**src/rtl/nxr2_seq_cmp.sv**
```systemverilog
// Two-requester, bit-serial equality comparator sharing one 1-bit XNOR datapath.
// Define NXR2_SEQ_HAMMING_EN to add the mismatch counter and the dist output.
module nxr2_seq_cmp #(
  parameter int WIDTH = 8
) (
  input  logic             ck,
  input  logic             nrst,
  input  logic             req0,
  input  logic             req1,
  input  logic [WIDTH-1:0] a0,
  input  logic [WIDTH-1:0] b0,
  input  logic [WIDTH-1:0] a1,
  input  logic [WIDTH-1:0] b1,
  output logic             gnt0,
  output logic             gnt1,
  output logic             busy,
  output logic             done,
  output logic             eq
`ifdef NXR2_SEQ_HAMMING_EN
  ,
  output logic [$clog2(WIDTH+1)-1:0] dist
`endif
);

  localparam int CW = $clog2(WIDTH);
  localparam logic [CW-1:0] LAST_BIT = CW'(WIDTH - 1);

  typedef enum logic [1:0] {IDLE, SHIFT, DONE} state_t;

  state_t           state_q, state_d;
  logic [WIDTH-1:0] a_q, a_d, b_q, b_d;
  logic [CW-1:0]    cnt_q, cnt_d;
  logic             match_q, match_d;
  logic             gnt0_q, gnt0_d, gnt1_q, gnt1_d;
  logic             busy_q, busy_d, done_q, done_d, eq_q, eq_d;
  logic             last_q, last_d;
  logic             bit_eq;
  logic             pick0;

`ifdef NXR2_SEQ_HAMMING_EN
  localparam int DW = $clog2(WIDTH + 1);
  logic [DW-1:0] mism_q, mism_d, dist_q, dist_d;
  logic [DW-1:0] mism_inc;
  assign mism_inc = {{(DW-1){1'b0}}, ~bit_eq};
`endif

  // The one shared compare element: LSB of each shift register.
  assign bit_eq = ~(a_q[0] ^ b_q[0]);
  // Round-robin: req0 wins a tie only if requester 1 was served last.
  assign pick0  = req0 & (~req1 | last_q);

  always_comb begin
    state_d = state_q;
    a_d     = a_q;
    b_d     = b_q;
    cnt_d   = cnt_q;
    match_d = match_q;
    gnt0_d  = gnt0_q;
    gnt1_d  = gnt1_q;
    busy_d  = busy_q;
    done_d  = 1'b0;
    eq_d    = eq_q;
    last_d  = last_q;
`ifdef NXR2_SEQ_HAMMING_EN
    mism_d  = mism_q;
    dist_d  = dist_q;
`endif
    case (state_q)
      IDLE: begin
        if (req0 | req1) begin
          state_d = SHIFT;
          a_d     = pick0 ? a0 : a1;
          b_d     = pick0 ? b0 : b1;
          cnt_d   = '0;
          match_d = 1'b1;
          gnt0_d  = pick0;
          gnt1_d  = ~pick0;
          busy_d  = 1'b1;
`ifdef NXR2_SEQ_HAMMING_EN
          mism_d  = '0;
`endif
        end
      end
      SHIFT: begin
        match_d = match_q & bit_eq;
        a_d     = a_q >> 1;
        b_d     = b_q >> 1;
        cnt_d   = cnt_q + CW'(1);
`ifdef NXR2_SEQ_HAMMING_EN
        mism_d  = mism_q + mism_inc;
`endif
        if (cnt_q == LAST_BIT) begin
          state_d = DONE;
          done_d  = 1'b1;
          eq_d    = match_q & bit_eq;
`ifdef NXR2_SEQ_HAMMING_EN
          dist_d  = mism_q + mism_inc;
`endif
        end
      end
      DONE: begin
        state_d = IDLE;
        gnt0_d  = 1'b0;
        gnt1_d  = 1'b0;
        busy_d  = 1'b0;
        last_d  = gnt1_q;
      end
      default: state_d = IDLE;
    endcase
  end

  always_ff @(posedge ck or negedge nrst) begin
    if (!nrst) begin
      state_q <= IDLE;
      cnt_q   <= '0;
      gnt0_q  <= 1'b0;
      gnt1_q  <= 1'b0;
      busy_q  <= 1'b0;
      done_q  <= 1'b0;
      eq_q    <= 1'b0;
      last_q  <= 1'b1;
`ifdef NXR2_SEQ_HAMMING_EN
      dist_q  <= '0;
`endif
    end else begin
      state_q <= state_d;
      cnt_q   <= cnt_d;
      gnt0_q  <= gnt0_d;
      gnt1_q  <= gnt1_d;
      busy_q  <= busy_d;
      done_q  <= done_d;
      eq_q    <= eq_d;
      last_q  <= last_d;
`ifdef NXR2_SEQ_HAMMING_EN
      dist_q  <= dist_d;
`endif
    end
  end

  // Operand shifters and running flags are always (re)initialised at capture.
  always_ff @(posedge ck) begin
    a_q     <= a_d;
    b_q     <= b_d;
    match_q <= match_d;
`ifdef NXR2_SEQ_HAMMING_EN
    mism_q  <= mism_d;
`endif
  end

  assign gnt0 = gnt0_q;
  assign gnt1 = gnt1_q;
  assign busy = busy_q;
  assign done = done_q;
  assign eq   = eq_q;
`ifdef NXR2_SEQ_HAMMING_EN
  assign dist = dist_q;
`endif

endmodule

```
**config.mk**
```make
export PLATFORM = sky130hd
export DESIGN_NAME = nxr2_seq_cmp
export DESIGN_NICKNAME = d
export VERILOG_FILES = /design/src/rtl/nxr2_seq_cmp.sv
export SDC_FILE = /design/constraint.sdc
export NUM_CORES = 1
export LEC_CHECK = 0
export CORE_MARGIN = 5
export CORE_UTILIZATION = 45
export CTS_BUF_LIST = sky130_fd_sc_hd__clkbuf_8 sky130_fd_sc_hd__clkbuf_16
export DETAILED_ROUTE_END_ITERATION = 10
export PLACE_DENSITY = 0.76
export SYNTH_ARGS = -nofsm -noshare
export SYNTH_HDL_FRONTEND = slang
export SYNTH_SLANG_ARGS = --single-unit
export TNS_END_PERCENT = 50
```
**constraint.sdc**
```tcl
create_clock -name ck -period 4 [get_ports ck]
set_input_delay 0.4 -clock ck [delete_from_list [all_inputs] [get_ports ck]]
set_output_delay 0.4 -clock ck [all_outputs]
set_load 0.01 [all_outputs]
```
==> metrics.cfg <==
[outcome]
status=finished clean

[route]
vias_per_cell=5.50
dr_total_vias=1178
drt-pass1-iter-count=4
drc=0
drt_iter0_markers=87
wire_per_inst_microns=15.9
antenna_left=0
finalWirelength_microns=3390

[setup_path]
startpoint_type=input port
r2r_cells=3
critical_path.slowest_cell=clkdlybuf4s50_1
crit_type=input port to flip-flop
end_kind=flip-flop
path_buf_inv=2
critPathMaxStageDelay_ps=980
cp_num_cells=4
crit_family=buffers and inverters
arrival_ps=2240
critPathRequiredTime_ps=4030
cp_cell_sequence=clkdlybuf4s50_1 -> inv_1 -> o21ai_0 -> a21oi_1
cp_max_fo=21

[die]
row_count=20
die_area_sq_um=4410
dieWidth_microns=66.4
pin_count=41
die_y_microns=66.4
start_util=0.469
fp.coreArea_sq_um=3050

[timing]
clock.fmax_ghz=0.452
tightestPinTransition_ps=792
skew_ps=2.16
min_period_ps=2210
final-hold-violation-count=0
setup-tns-final_ps=0
whs_ps=455
finalSetupViolCount=0
fin_crit_sh=0.553
rsz0062_at_grt=no
finalMaxSlewViolations=0
relSlewSlack=0.470

[min_path]
hold_path.class=input port to async pin

[grt]
grt-ovfl-total=0
grt_pass1_vias=1149
antenna_found_initial=0
grt_pass1_wl_microns=5370
grt_use_total=0.157
grt_max_degree=23

[yosys]
ys_ff_latch=28
yosysTopAreaCellShare=0.356
yosysUniqueCellTypes=33
syn_inst=136
yosys_warnings=0
avgSynthCellArea_sq_um=10.5
synth_nets=174
synth_area_leaders=edfxtp_1 (36%), dfrtp_1 (17%), a21oi_1 (7.0%), a31oi_1 (6.1%), o21ai_0 (5.6%)
yosysMostFrequentCell=a21oi_1
synth.largest_area_cell=edfxtp_1
synth-edff-count=17
async_reset_ff_frac=0.393
synth-seq-area-share=0.549
ys.flop_type=edfxtp_1
synthTopCellsByCount=a21oi_1 (20), edfxtp_1 (17), nor2_1 (17)
syn-cell-area_sq_um=1430

[cts]
cts_buffer_depth=2
numCtsBuffers=3
clock_sinks=28
hold_buffers=0
worstSkewPairLatency_ps=270
htree_num_levels=1
clk_pin_slew_ps=100
cts_resized=0
root_buffer=clkbuf_8
cts_tree=yes
cts_setup_buffers=0

[pwr]
static-leakage-power_nw=0.727
p_per_area_nw_per_um2=716
ir_worst_vdd_uv=400

[placement]
hpwl_microns=2270
portBuffers=40
dpl_cell_area_sq_um=1790
routabilityCongestion=0.806

[finish]
layout-drive-gt1-share=0.0647
fin_nets=209
fin_area_sq_um=1860
fillCellCount=276
syn_to_final_growth_pct=29.8
n_antenna_cell=0

[flow_run]
drv_cap=0

cell type report:
type,count,area [sq um],area share
Tap cell,44,55.1,0.0296
Timing Repair Buffer,40,400,0.215
Clock buffer,4,66.3,0.0357
Sequential cell,28,787,0.423
Inverter,5,18.8,0.0101
Multi-Input combinational cell,93,532,0.286
power by group:
group / internal [mW] / switching (mW) / total, mW / leakage (nW)
logic: 0.248 / 0.303 / 0.551 / 0.384
clock network: 0.109 / 0.0914 / 0.200 / 0.0339
registers: 0.509 / 0.0701 / 0.579 / 0.310
worst register-to-register path: cells and delay by family (launching register included):
family	cells	cell delay [ps]
AND/OR/NAND/NOR	1	530
flip-flops	1	540
AO/OA/AOI/OAI	2	400
registers in the layout (all words and copies together), names as in the netlist:
name     cells
match_q      1
gnt1         1
eq           1
state_q      2
last_q       1
cnt_q        3
gnt0         1
busy         1
done         1
b_q          8
a_q          8
through the flow:
stage | worst slack (ps) | power (mW) | instances | utilization
final | 1790 | 1.33 | 214 | 0.609
after detailed placement | 1540 | 1.14 | 210 | 0.587
after floorplan | 2690 | 1.03 | 136 | -
after global placement | 1600 | 1.11 | 210 | 0.587
after global routing | 1680 | 1.43 | 214 | 0.609
after CTS | 1840 | 1.33 | 214 | 0.609
cells by family (layout without fill, tap and decap cells):
logic type | count (synthesis) | after routing | share of synthesized area
AOI/OAI and AO/OA | 56 | 56 | 0.217
and+or+nand+nor | 32 | 32 | 0.116
DFF | 28 | 28 | 0.549
buffers and inverters | 15 | 49 | 0.0795
adders and majority gates | 2 | 2 | 0.0175
muxes | 2 | 2 | 0.0148
xor gates and xnor gates | 1 | 1 | 0.00611
routing by layer:
metal | GRT usage | part of all wire | vias to the layer above
met1 | 0.222 | 0.45 | 569
li1 | - | - | 566
met3 | 0.0170 | 0.049 | 8
met5 | 0 | 0 | -
met4 | 0.0685 | 0.021 | 0
met2 | 0.242 | 0.48 | 35
worst paths after layout:
check,from,to,slack [ps]
max in group asynchronous,nrst,last_q$_DFFE_PN1P_,3190
worst min register to register,cnt_q[0]$_DFFE_PN0P_,cnt_q[0]$_DFFE_PN0P_,490
worst min-delay path,nrst,busy$_DFFE_PN0P_,460
min in group ck,cnt_q[0]$_DFFE_PN0P_,cnt_q[0]$_DFFE_PN0P_,490
worst max register to register,last_q$_DFFE_PN1P_,b_q[5]$_DFFE_PP_,2380
worst max-delay path,req0,b_q[5]$_DFFE_PP_,1790
cell usage in the layout, fill, tap and decap left out, types with 2 or more instances in the layout:
cell type	n
inv_1	4
o21ai_0	16
nor2_1	17
ha_1	2
nand2_1	3
clkdlybuf4s50_1	40
nand3_1	3
a21oi_1	20
a22o_1	2
clkbuf_8	3
a31oi_1	14
edfxtp_1	17
o21ai_1	2
dfrtp_1	10
Note: power is estimated with default switching activity, not from simulation.
